<file path="src/rtl/sw_pkg.sv">
// Shared switch/NI definitions: flit type encoding, default flit width and
// small helpers that slice a flit into its type and payload fields.
// Used by the receive network interface and the other switch-side blocks.
package sw_pkg;

  // Default flit width: 2 type bits plus an 8-bit payload.
  localparam int DW_DEF = 10;

  typedef enum logic [1:0] {
    FT_EMPTY = 2'b00,
    FT_HEAD  = 2'b01,
    FT_BODY  = 2'b10,
    FT_TAIL  = 2'b11
  } flit_type_t;

  // Convert the two type bits at the top of a flit into the enum.
  function automatic flit_type_t flit_type(input logic [1:0] tbits);
    return flit_type_t'(tbits);
  endfunction

  // True when the type bits mark a tail flit.
  function automatic logic is_tail(input logic [1:0] tbits);
    return flit_type_t'(tbits) == FT_TAIL;
  endfunction

endpackage

</file>
<file path="src/rtl/ni_rx_buf.sv">
// Packet reassembly buffer for the receive network interface.
// A circular flit memory with three pointers:
//   rd     - head of the committed data seen by the core
//   commit - end of the last complete packet; data beyond it is invisible
//   wr     - next write slot; may run ahead of commit with a partial packet
// Ports:
//   clk, rst          clock, synchronous active-low reset
//   wr_en, wr_data    write one flit (caller guarantees free != 0)
//   rewind            discard the partial packet (wr <- commit); a write in
//                     the same cycle lands at the old commit position
//   commit            the flit written this cycle closes a packet
//   pop               core consumed the head flit
//   free              free slots, from registered pointers only
//   rd_data           flit at rd (combinational read)
//   rd_valid          committed data available (rd != commit)
module ni_rx_buf #(
  parameter int DW    = 10,
  parameter int DEPTH = 16
) (
  input  logic          clk,
  input  logic          rst,
  input  logic          wr_en,
  input  logic [DW-1:0] wr_data,
  input  logic          rewind,
  input  logic          commit,
  input  logic          pop,
  output logic [$clog2(DEPTH):0] free,
  output logic [DW-1:0] rd_data,
  output logic          rd_valid
);

  localparam int AW = $clog2(DEPTH);
  localparam int PW = AW + 1;

  logic [DW-1:0] mem [DEPTH];

  logic [PW-1:0] rd_reg, wr_reg, commit_reg;
  logic [PW-1:0] rd_next, wr_next, commit_next;
  logic [PW-1:0] wr_base;

  // A rewind moves the write position back to the last packet boundary
  // before any write of this cycle is placed.
  assign wr_base = rewind ? commit_reg : wr_reg;

  always_comb begin
    wr_next     = wr_base + PW'(wr_en);
    rd_next     = rd_reg + PW'(pop);
    commit_next = commit_reg;
    if (commit) begin
      commit_next = wr_base + PW'(1);
    end
  end

  always_ff @(posedge clk) begin
    if (!rst) begin
      rd_reg     <= '0;
      wr_reg     <= '0;
      commit_reg <= '0;
    end else begin
      rd_reg     <= rd_next;
      wr_reg     <= wr_next;
      commit_reg <= commit_next;
    end
  end

  // Storage carries no reset: stale slots are never exposed because
  // visibility is governed purely by the pointers.
  always_ff @(posedge clk) begin
    if (wr_en) begin
      mem[wr_base[AW-1:0]] <= wr_data;
    end
  end

  // Pointer difference is modulo 2*DEPTH, so it is exact even after wrap.
  assign free     = PW'(DEPTH) - (wr_reg - rd_reg);
  assign rd_data  = mem[rd_reg[AW-1:0]];
  assign rd_valid = (rd_reg != commit_reg);

endmodule

</file>
<file path="src/rtl/ni_rx.sv">
// Receive-side network interface for one switch output port.
// Reassembles packets from the switch flit stream into ni_rx_buf and
// presents only complete packets to the core over valid/ready. The switch
// cannot be stalled, so a packet that does not fit, is too long, or is
// malformed is dropped as a whole.
// Ports:
//   clk, rst      clock, synchronous active-low reset
//   in_flit       flit from the switch, sampled every cycle
//   out_flit      flit at buffer head, type bits included
//   out_valid     out_flit belongs to a committed packet
//   out_last      out_flit is a tail flit (qualified by out_valid)
//   out_ready     core accepts out_flit
//   pkt_cnt       committed packets, wraps
//   drop_cnt      dropped packets, saturates at 255
//   err           sticky protocol error
module ni_rx
  import sw_pkg::*;
#(
  parameter int DW     = DW_DEF,
  parameter int DEPTH  = 16,
  parameter int MAXLEN = 8
) (
  input  logic          clk,
  input  logic          rst,
  input  logic [DW-1:0] in_flit,
  output logic [DW-1:0] out_flit,
  output logic          out_valid,
  output logic          out_last,
  input  logic          out_ready,
  output logic [15:0]   pkt_cnt,
  output logic [7:0]    drop_cnt,
  output logic          err
);

  localparam int PW = $clog2(DEPTH) + 1;
  localparam int LW = $clog2(MAXLEN + 1);

  typedef enum logic [1:0] {
    S_IDLE = 2'd0,
    S_RECV = 2'd1,
    S_DROP = 2'd2
  } state_t;

  state_t        state_reg, state_next;
  logic [LW-1:0] len_reg, len_next;
  logic [15:0]   pkt_cnt_reg, pkt_cnt_next;
  logic [7:0]    drop_cnt_reg, drop_cnt_next;
  logic          err_reg, err_next;

  logic          wr_en, rewind, commit, pop;
  logic          take_head, err_set, pkt_inc;
  logic [1:0]    drop_inc;
  logic [8:0]    drop_sum;
  logic [PW-1:0] free;
  logic          has_space;
  logic          buf_valid;
  flit_type_t    ftype;

  assign ftype     = flit_type(in_flit[DW-1 -: 2]);
  assign has_space = (free != '0);
  assign pop       = buf_valid & out_ready;

  ni_rx_buf #(
    .DW    (DW),
    .DEPTH (DEPTH)
  ) u_buf (
    .clk      (clk),
    .rst      (rst),
    .wr_en    (wr_en),
    .wr_data  (in_flit),
    .rewind   (rewind),
    .commit   (commit),
    .pop      (pop),
    .free     (free),
    .rd_data  (out_flit),
    .rd_valid (buf_valid)
  );

  assign out_valid = buf_valid;
  assign out_last  = is_tail(out_flit[DW-1 -: 2]);

  // Next-state and control strobes.
  always_comb begin
    state_next = state_reg;
    len_next   = len_reg;
    wr_en      = 1'b0;
    rewind     = 1'b0;
    commit     = 1'b0;
    take_head  = 1'b0;
    err_set    = 1'b0;
    pkt_inc    = 1'b0;
    drop_inc   = 2'd0;

    case (state_reg)
      S_IDLE: begin
        case (ftype)
          FT_HEAD:         take_head = 1'b1;
          FT_BODY, FT_TAIL: err_set  = 1'b1;
          default:         ;
        endcase
      end

      S_RECV: begin
        case (ftype)
          FT_HEAD: begin
            // Abandon the open packet and start over with this head.
            rewind    = 1'b1;
            err_set   = 1'b1;
            drop_inc  = 2'd1;
            take_head = 1'b1;
          end
          FT_BODY, FT_TAIL: begin
            if (!has_space) begin
              rewind     = 1'b1;
              drop_inc   = 2'd1;
              state_next = S_DROP;
            end else if (ftype == FT_BODY) begin
              // A body at MAXLEN-1 leaves no room for the tail.
              if (len_reg == LW'(MAXLEN - 1)) begin
                rewind     = 1'b1;
                drop_inc   = 2'd1;
                err_set    = 1'b1;
                state_next = S_DROP;
              end else begin
                wr_en    = 1'b1;
                len_next = len_reg + LW'(1);
              end
            end else begin
              wr_en      = 1'b1;
              commit     = 1'b1;
              pkt_inc    = 1'b1;
              len_next   = '0;
              state_next = S_IDLE;
            end
          end
          default: ;
        endcase
      end

      S_DROP: begin
        case (ftype)
          FT_TAIL: state_next = S_IDLE;
          FT_HEAD: begin
            err_set   = 1'b1;
            take_head = 1'b1;
          end
          default: ;
        endcase
      end

      default: state_next = S_IDLE;
    endcase

    // Shared head handling; space is judged on the registered pointers, so
    // a same-cycle rewind does not make room for this head.
    if (take_head) begin
      if (has_space) begin
        wr_en      = 1'b1;
        len_next   = LW'(1);
        state_next = S_RECV;
      end else begin
        drop_inc   = drop_inc + 2'd1;
        state_next = S_DROP;
      end
    end
  end

  // Counter updates; a HEAD that aborts one packet and is itself dropped
  // can add two to drop_cnt in a single cycle.
  always_comb begin
    pkt_cnt_next  = pkt_cnt_reg + 16'(pkt_inc);
    drop_sum      = {1'b0, drop_cnt_reg} + 9'(drop_inc);
    drop_cnt_next = (drop_sum > 9'd255) ? 8'd255 : drop_sum[7:0];
    err_next      = err_reg | err_set;
  end

  always_ff @(posedge clk) begin
    if (!rst) begin
      state_reg    <= S_IDLE;
      len_reg      <= '0;
      pkt_cnt_reg  <= '0;
      drop_cnt_reg <= '0;
      err_reg      <= 1'b0;
    end else begin
      state_reg    <= state_next;
      len_reg      <= len_next;
      pkt_cnt_reg  <= pkt_cnt_next;
      drop_cnt_reg <= drop_cnt_next;
      err_reg      <= err_next;
    end
  end

  assign pkt_cnt  = pkt_cnt_reg;
  assign drop_cnt = drop_cnt_reg;
  assign err      = err_reg;

endmodule

</file>
<file path="config.mk">
export PLATFORM = sky130hd
export DESIGN_NAME = ni_rx
export DESIGN_NICKNAME = d
export VERILOG_FILES = /design/src/rtl/sw_pkg.sv /design/src/rtl/ni_rx_buf.sv /design/src/rtl/ni_rx.sv
export SDC_FILE = /design/constraint.sdc
export NUM_CORES = 1
export LEC_CHECK = 0
export BUFFER_PORTS_ARGS = -buffer_cell sky130_fd_sc_hd__buf_4
export CAP_MARGIN = 40
export CORE_MARGIN = 1.5
export CORE_UTILIZATION = 50
export DETAILED_ROUTE_END_ITERATION = 6
export GPL_TIMING_DRIVEN = 1
export PLACE_DENSITY = 0.67
export SLEW_MARGIN = 15
export SYNTH_ARGS = -nofsm -noshare
export SYNTH_HDL_FRONTEND = slang
export SYNTH_SLANG_ARGS = --single-unit
</file>
<file path="constraint.sdc">
create_clock -name clk -period 5.87 [get_ports clk]
set_input_delay 0 -clock clk [delete_from_list [all_inputs] [get_ports clk]]
set_output_delay 0 -clock clk [all_outputs]
set_load 0.02 [all_outputs]
</file>
# Word level (Yosys, flattened, before mapping)
# Memory sizes are Yosys's and may differ from the RTL's. A register that Yosys moved wholly into a read port is not among the register bits.
# Index checks and enable logic that the tools add are counted.
# Widths: inputs -> output; s select.
# word_totals
in_bits	13
ramBits	160
ff_bits	46
wordCells	87
memories	1
# mem_list
memory	words	width	read_ports	rd_ports_with_merged_regs	write_ports	line_no	rtl
u_buf.mem	16	10	1	1	1	ni_rx_buf.sv:35	logic [DW-1:0] mem [DEPTH];
# classes
mux	49
eq_ne	12
n_lt_le_gt_ge	1
n_bitwise	2
reduce_logical	5
add_sub_neg	9
# op_table
op	count
$mux 4	8
$mux 1	25
$mux 2	9
$add 16x1->16	1
$add 5x1->5	2
$add 8x2->9	1
$gt 9x8->1 const B	1
$eq 2x2->1 const B	4
$mux 8	1
$pmux 1 s2	3
$pmux 2 s3	1
$add 5x1->5 const B	1
$mux 5	1
$ne 5x5->1	1
$ne 5x5->1 const B	1
$reduce_bool 5->1	1
$sub 5x5->5	1
$sub 5x5->5 const A	1
$add 4x1->4 const B	1
$eq 2x1->1 const B	2
$eq 4x3->1 const B	1
$reduce_and 4->1	1
$ne 3x2->1 const B	1
$ne 3x3->1 const B	1
other kinds (8)	8

# Longest topological paths before layout
# Gate-level depths: netlist (run 1).
# logic_depth
depth_word	12
mapped_depth	25

# Cells and area by module
# Synthesis (run 1) repeated with hierarchy kept, for this count alone.
# unflattened
hier_cells	582
area_unflattened_um2	8879.8
# modules_own_cells
mod	cells_per_inst	area_each_um2	instances
ni_rx_buf	390	7219.4	1
ni_rx	192	1660.3	1

# Least setup slack after synthesis (run 1)
# Ideal clock, no wire load.
# synth_path
path_type	flip-flop to flip-flop
start	register u_buf.rd_reg[0]
end	register drop_cnt_reg[1] (netlist: drop_cnt[1])
setup_ps	128
arrival_ps	4632
path_stages_with_launch	25
n_path_buf	5
slack_ps	1111
period_less_slack_ps	4759
required_ps	5742
path_cell_list	dfxtp_1 -> clkbuf_1 -> buf_2 -> buf_2 -> inv_1 -> ha_1 -> inv_1 -> ha_1 -> fa_1 -> nor4b_1 -> a21bo_4 -> inv_6 -> o21ai_2 -> buf_6 -> clkbuf_1 -> inv_1 -> ha_1 -> nand2_1 -> o21ai_0 -> ha_1 -> fa_1 -> and2_1 -> and3_1 -> nor2_1 -> nor2_1
# synth_between
elab_chain_cells	12
# synth_rtl
element	line_no	rtl
start: declaration	ni_rx_buf.sv:37	logic [PW-1:0] rd_reg, wr_reg, commit_reg;
start signal: assignment	ni_rx_buf.sv:60	rd_reg <= rd_next;
$sub 5x5->5 * (2 in series)	ni_rx_buf.sv:75	assign free = PW'(DEPTH) - (wr_reg - rd_reg);
$reduce_bool 5->1 *	ni_rx.sv:60	assign has_space = (free != '0);
$mux 1	ni_rx.sv:113	if (!has_space) begin
$pmux 1 s2	ni_rx.sv:104	case (ftype)
$mux 1	ni_rx.sv:94	case (state_reg)
$add 2x1->2	ni_rx.sv:162	drop_inc = drop_inc + 2'd1;
$mux 2	ni_rx.sv:157	if (has_space) begin
$mux 2 *	ni_rx.sv:156	if (take_head) begin
$add 8x2->9 *	ni_rx.sv:172	drop_sum = {1'b0, drop_cnt_reg} + 9'(drop_inc);
$gt 9x8->1	ni_rx.sv:173	drop_cnt_next = (drop_sum > 9'd255) ? 8'd255 : drop_sum[7:0];
$mux 8 *	ni_rx.sv:173	
end signal: assignment	ni_rx.sv:188	drop_cnt_reg <= drop_cnt_next;
end: declaration	ni_rx.sv:47	logic [7:0] drop_cnt_reg, drop_cnt_next;
# Every way passes the cells marked *; elsewhere a longest branch is shown, timed or not.
# A chain may end at the register's enable or synchronous reset.

# Worst setup path in the final report (run 1)
# layout_path
start	register u_buf.rd_reg[2]
end	register drop_cnt_reg[1] (netlist: drop_cnt[1])
# Same word-level chain as after synthesis.

==> metrics, run 1 <==
Synth Flop Type edfxtp_1; Critical Path AT 4970 ps; Initial DRC Count 321; worst skew pair latency 500 ps; EDFF count, synth 160; remaining global-route overflow 0; nets@finish 676; CTS tree done; Reg clk slew, reported paths 60 ps; Critical Path Start u_buf.rd_reg[2]; Post-Route Skew 9.25 ps; diode count 0; IO Count 50; Syn-to-layout area delta 18.2%; Max Freq 218 MHz; top routing layer used met4; total power draw 3.35 mW; number of global-route vias before repair 5037; starting density of the core 50.8%; ANT nets after route 0; ratio of cells with drive above 1 in the final layout 25.2%; RSZ-0062 raised after global routing no; power per cell area 325 mW/mm²; commonest non-fill, non-tap cell in the layout edfxtp_1; Core Area 0.0172 mm²; flop2flop setup slack 1290 ps; CP peak stage delay 680 ps; Die Span Y 135 µm; die width 135 µm; Via Count 5029; syn nets 595; Mapped Cells 559; GRT Util Overall 20.3%; Psw 756 µW; post-synthesis sequential area ratio 65.7%; CP Max Fanout 20; GP Congestion 0.845; area occupied by multi-input gates 0.00282 mm²; worst reg2reg path startpoint u_buf.rd_reg[2]; critical path's slowest cell o21ai_2; vias per cell 5.71; #FFs+latches synth 206; Tmin final 4580 ps; DP HPWL 11.8 mm; cts repair resizes 0; WL met1 7.81 mm; # rows 48; drt drc 0; H-Tree Depth 1; crit path kind flop to flop; hold path start in_flit[7]; antenna violations before repair 0; setup violators final 0; worst hold margin 357 ps; status finished, final reports clean; syn avg cell area 15.6 µm²; Worst path most repeated cell ha_1; Logic pwr share 11.1%; TNS Setup 0 ps; switching share of power 22.6%; Critical Path End Type flop; # port buffers 49; crit-path cells buf_4 > ha_1 > fa_1 > xor2_1 > nor4b_1 > a21bo_4 > inv_6 > o21ai_2 > inv_1 > ha_1 > nand2_1 > o21ai_0 > ha_1 > fa_1 > and2_1 > and3_1 > nor2_1 > nor2_1; Internal Power 2.59 mW; Min-Delay Path Class input port to flop; Num CTS Buffers 22; met3 WL 824 µm; Max Slew Vio Count 0; total wire length 17.8 mm; Final Cycle Share 78.1%; Clock Tree Root clkbuf_16; FF+latch area 0.00573 mm²; first-pass GRT wire length 28.0 mm; routed len/inst 20.2 µm; Max transition margin 42.8%; final-layout fill cell count 1344; Flop pwr share 48.6%; Mapped Area 0.00872 mm²; max reg flops 160; Async SR Flop Fraction 0%; DP Worst Slack 1330 ps; Unique masters post-synth 52; die area 0.0182 mm²; Max Buffers Root-to-Sink 3; critical path startpoint category flop; Clock Power Share 40.3%; most frequent cells in the layout 160 x edfxtp_1, 66 x buf_4, 53 x nor2_1; clock sink count 206; max-cap viol count 0; PnR worst setup slack 1290 ps; Yosys warning total 0; Worst VDD drop 0.227 mV; first-pass iteration count of the detailed router 5; leakage power 3.56 nW; Worst EP required 6260 ps; largest net degree at the start of global routing 42; Met2 Wirelength 8.77 mm; Worst Max-Slew Pin Slew 857 ps; final hold vios 0
[synthesized netlist by cell type (12+ instances only)]
library cell / count / area, µm²
edfxtp_1: 160 / 4800
nor2_1: 53 / 199
mux4_2: 48 / 1080
dfxtp_1: 46 / 921
nand2_1: 28 / 105
ha_1: 21 / 263
nand3_1: 20 / 100
xor2_1: 19 / 166
clkbuf_1: 17 / 63.8
a21oi_1: 16 / 80.1
inv_1: 13 / 48.8
and2_1: 12 / 75.1
o21ai_0: 12 / 60.1
[power groups by stage]
| stage | clock network [mW] | logic [mW] | registers [mW] |
|---|---|---|---|
| 2_1_floorplan | 0 | 0.244 | 1.66 |
| 3_3_place_gp | 0 | 0.356 | 1.66 |
| 3_5_place_dp | 0 | 0.371 | 1.66 |
| 4_1_cts | 1.37 | 0.379 | 1.63 |
| 5_1_grt | 1.43 | 0.406 | 1.63 |
| 6_report | 1.35 | 0.373 | 1.63 |
[layout make-up]
type	instances	area share, %
clock buffers	29	5.90
flip-flops and latches	206	55.6
multi-input cells	312	27.4
repair buffers	83	6.83
clock inverters	11	1.01
well taps	225	2.73
inverters	15	0.595
[kinds of logic after synthesis]
| kind of cell | Yosys count | synth area share (%) |
|---|---|---|
| flops | 206 | 65.7 |
| simple gates | 148 | 8.18 |
| mux | 59 | 13.7 |
| compound gates | 52 | 3.86 |
| buf+inv | 41 | 1.97 |
| xor+xnor | 30 | 3.17 |
| fa+ha+maj | 23 | 3.47 |
[metrics by stage]
step                      std cells  cell area (µm²)  utilization, %
after CTS                       881            10300            60.0
final                           881            10300            60.0
after global routing            881            10300            60.0
after global placement          823             9380            54.6
after detailed placement        829             9480            55.2
after floorplan                 559             8720               -
[final timing paths]
path,end,cells after the start
max reg2reg,drop_cnt[1],18
min reg2reg,err,2
min,u_buf.mem[14][7],2
max,drop_cnt[1],18
[routing by layer]
layer  up-vias  global-route usage (%)
li1       2305                       -
met5         -                       0
met1      2572                    28.2
met4         0                    6.57
met3        28                    3.27
met2       124                    33.0
[critical path: cells and delay by family (launching register included)]
kind,cells,cell delay (ps)
fa+ha+maj,5,1790
simple gates,6,670
xor+xnor,1,160
compound gates,3,980
buf+inv,3,510
flops,1,310
[what timing repair did]
action	4_1_cts	5_1_grt
endpoints found under the setup margin	0	0
buffers inserted	0	0
hold buffers	12	0
endpoints found under the hold margin	172	0
(Power assumes the default switching activity.)
==> run 2, diff against run 1 <==
==> constraint.sdc (replaced) <==
create_clock -name clk -period 4.3 [get_ports clk]
set_input_delay 0 -clock clk [delete_from_list [all_inputs] [get_ports clk]]
set_output_delay 0 -clock clk [all_outputs]
set_load 0.02 [all_outputs]
==> run 2 against run 1 <==
Worst hold slack gained 25 ps. Highest routed layer unchanged. Critical endpoint unchanged. Largest power group unchanged. Sequential share of layout area shrank 0.15 points. Sequential power grew 36%. Final area grew 0.28%. Power grew 34%.
==> metrics, run 2 (synthesized netlist as in run 1, its figures left out) <==
worst reg2reg path startpoint u_buf.wr_reg[1]; vias per cell 5.56; Hold EP u_buf.mem[13][1]; Final Cycle Share 93.9%; # rows 48; max reg flops 160; met3 WL 947 µm; antenna violations before repair 0; R2R cell count 19; Initial DRC Count 322; Max Freq 248 MHz; Placed Area 0.00954 mm²; number of global-route vias before repair 5222; worst reg2reg endpoint drop_cnt[1]; area occupied by multi-input gates 0.00283 mm²; max-cap viol count 0; Internal Power 3.47 mW; Critical Path End Type flop; first-pass iteration count of the detailed router 4; worst skew pair latency 480 ps; die width 135 µm; Post-Route Skew 9.83 ps; Max transition margin 58.7%; total power draw 4.49 mW; Clock Power Share 38.8%; CTS tree done; power per cell area 434 mW/mm²; Logic pwr share 11.7%; Max Buffers Root-to-Sink 3; first-pass GRT wire length 28.5 mm; starting density of the core 50.8%; GP Congestion 0.779; WL met1 7.77 mm; drt drc 0; Min-Delay Path Class input port to flop; Critical Path AT 4410 ps; hold path start in_flit[1]; largest net degree at the start of global routing 42; die area 0.0182 mm²; remaining global-route overflow 0; Met2 Wirelength 9.24 mm; RSZ-0062 raised after global routing no; commonest non-fill, non-tap cell in the layout edfxtp_1; Via Count 4949; # port buffers 49; leakage power 3.59 nW; Num CTS Buffers 21; crit path kind flop to flop; Worst EP required 4680 ps; DP Worst Slack 202 ps; routed len/inst 20.5 µm; final-layout fill cell count 1324; PnR worst setup slack 264 ps; ANT nets after route 0; Setup Buffers After CTS 0; Psw 1.01 mW; most frequent cells in the layout 160 x edfxtp_1, 81 x buf_4, 53 x nor2_1; Clock Tree Root clkbuf_16; CP Max Fanout 10; final hold vios 0; flop2flop setup slack 260 ps; Syn-to-layout area delta 18.6%; ratio of cells with drive above 1 in the final layout 26.2%; critical path startpoint category flop; Worst Max-Slew Pin Slew 619 ps; Die Span Y 135 µm; IO Count 50; Finished Cell Area 0.0103 mm²; hold path cells 2; total wire length 18.2 mm; Max Slew Vio Count 0; clock sink count 206; setup violators final 0; Flop pwr share 49.5%; switching share of power 22.6%; Reg clk slew, reported paths 60 ps; TNS Setup 0 ps; Core Area 0.0172 mm²; H-Tree Depth 1; top routing layer used met4; Tmin final 4040 ps; diode count 0; DP HPWL 11.8 mm; GRT Util Overall 20.7%; status finished, final reports clean; FF+latch area 0.00573 mm²; Worst VDD drop 0.308 mV; nets@finish 687
[run 2: changes by cell type in the layout (fill, tap and decap cells not counted), moves of 2 or more]
cell,previous run,this run
buf_4,66,81
buf_6,3,0
clkbuf_1,5,7
clkinv_2,5,2
[run 2: metrics by stage]
stage | cells | hold WS, ps | utilization (%)
6_report | 890 | 382 | 60.2
5_1_grt | 890 | 384 | 60.2
4_1_cts | 889 | 373 | 60.1
3_5_place_dp | 840 | 322 | 55.6
3_3_place_gp | 837 | 315 | 55.2
2_1_floorplan | 559 | 98.9 | -
[run 2: how the worst max path moves through the flow]
| stage | from | to | slack, ps |
|---|---|---|---|
| 3_3_place_gp | u_buf.wr_reg[1] | drop_cnt[1] | 290 |
| 3_5_place_dp | u_buf.wr_reg[1] | drop_cnt[1] | 200 |
| 4_1_cts | u_buf.wr_reg[1] | drop_cnt[1] | 170 |
| 5_1_grt | u_buf.wr_reg[1] | u_buf.mem[3][8] | 50 |
| 6_report | u_buf.wr_reg[1] | drop_cnt[1] | 260 |
| 2_1_floorplan | u_buf.rd_reg[0] | drop_cnt[1] | 20 |
[run 2: metal layers]
| metal | up-vias | track usage, % |
|---|---|---|
| li1 | 2324 | - |
| met1 | 2488 | 29.1 |
| met2 | 121 | 34.5 |
| met3 | 16 | 3.00 |
| met4 | 0 | 5.14 |
| met5 | - | 0 |
[run 2: area by class of cell]
type | instances | area share [%]
Clock buffer | 30 | 5.82
Clock inverter | 7 | 0.581
Inverter | 15 | 0.593
Multi-Input combinational cell | 312 | 27.4
Sequential cell | 206 | 55.4
Tap cell | 225 | 2.72
Timing Repair Buffer | 95 | 7.50
[run 2: worst max-delay path: stages, from the launching register on]
cell     delay (ps)
dfxtp_1         370
inv_1            60
ha_1            290
ha_1            220
fa_1            380
xor2_1          150
nor4b_1         230
a21bo_4         300
inv_6           100
o21ai_2         120
inv_1            80
ha_1            220
nand2_1          50
o21ai_0         130
ha_1            260
fa_2            400
and2_1          200
and3_1          220
nor2_1          100
nor2_1           50
[run 2: what timing repair did]
item / CTS / global route
gates resized for setup: 0 / 2
hold buffers: 12 / 0
hold endpoints to repair: 172 / 0
setup endpoints to repair: 0 / 3
[run 2: power by group through the flow]
stage               combinational (mW)  sequential, mW  clock, mW
detailed placement               0.521            2.26          0
global route                     0.570            2.22       1.86
global placement                 0.501            2.26          0
finish                           0.524            2.22       1.74
floorplan                        0.337            2.26          0
CTS                              0.532            2.22       1.77
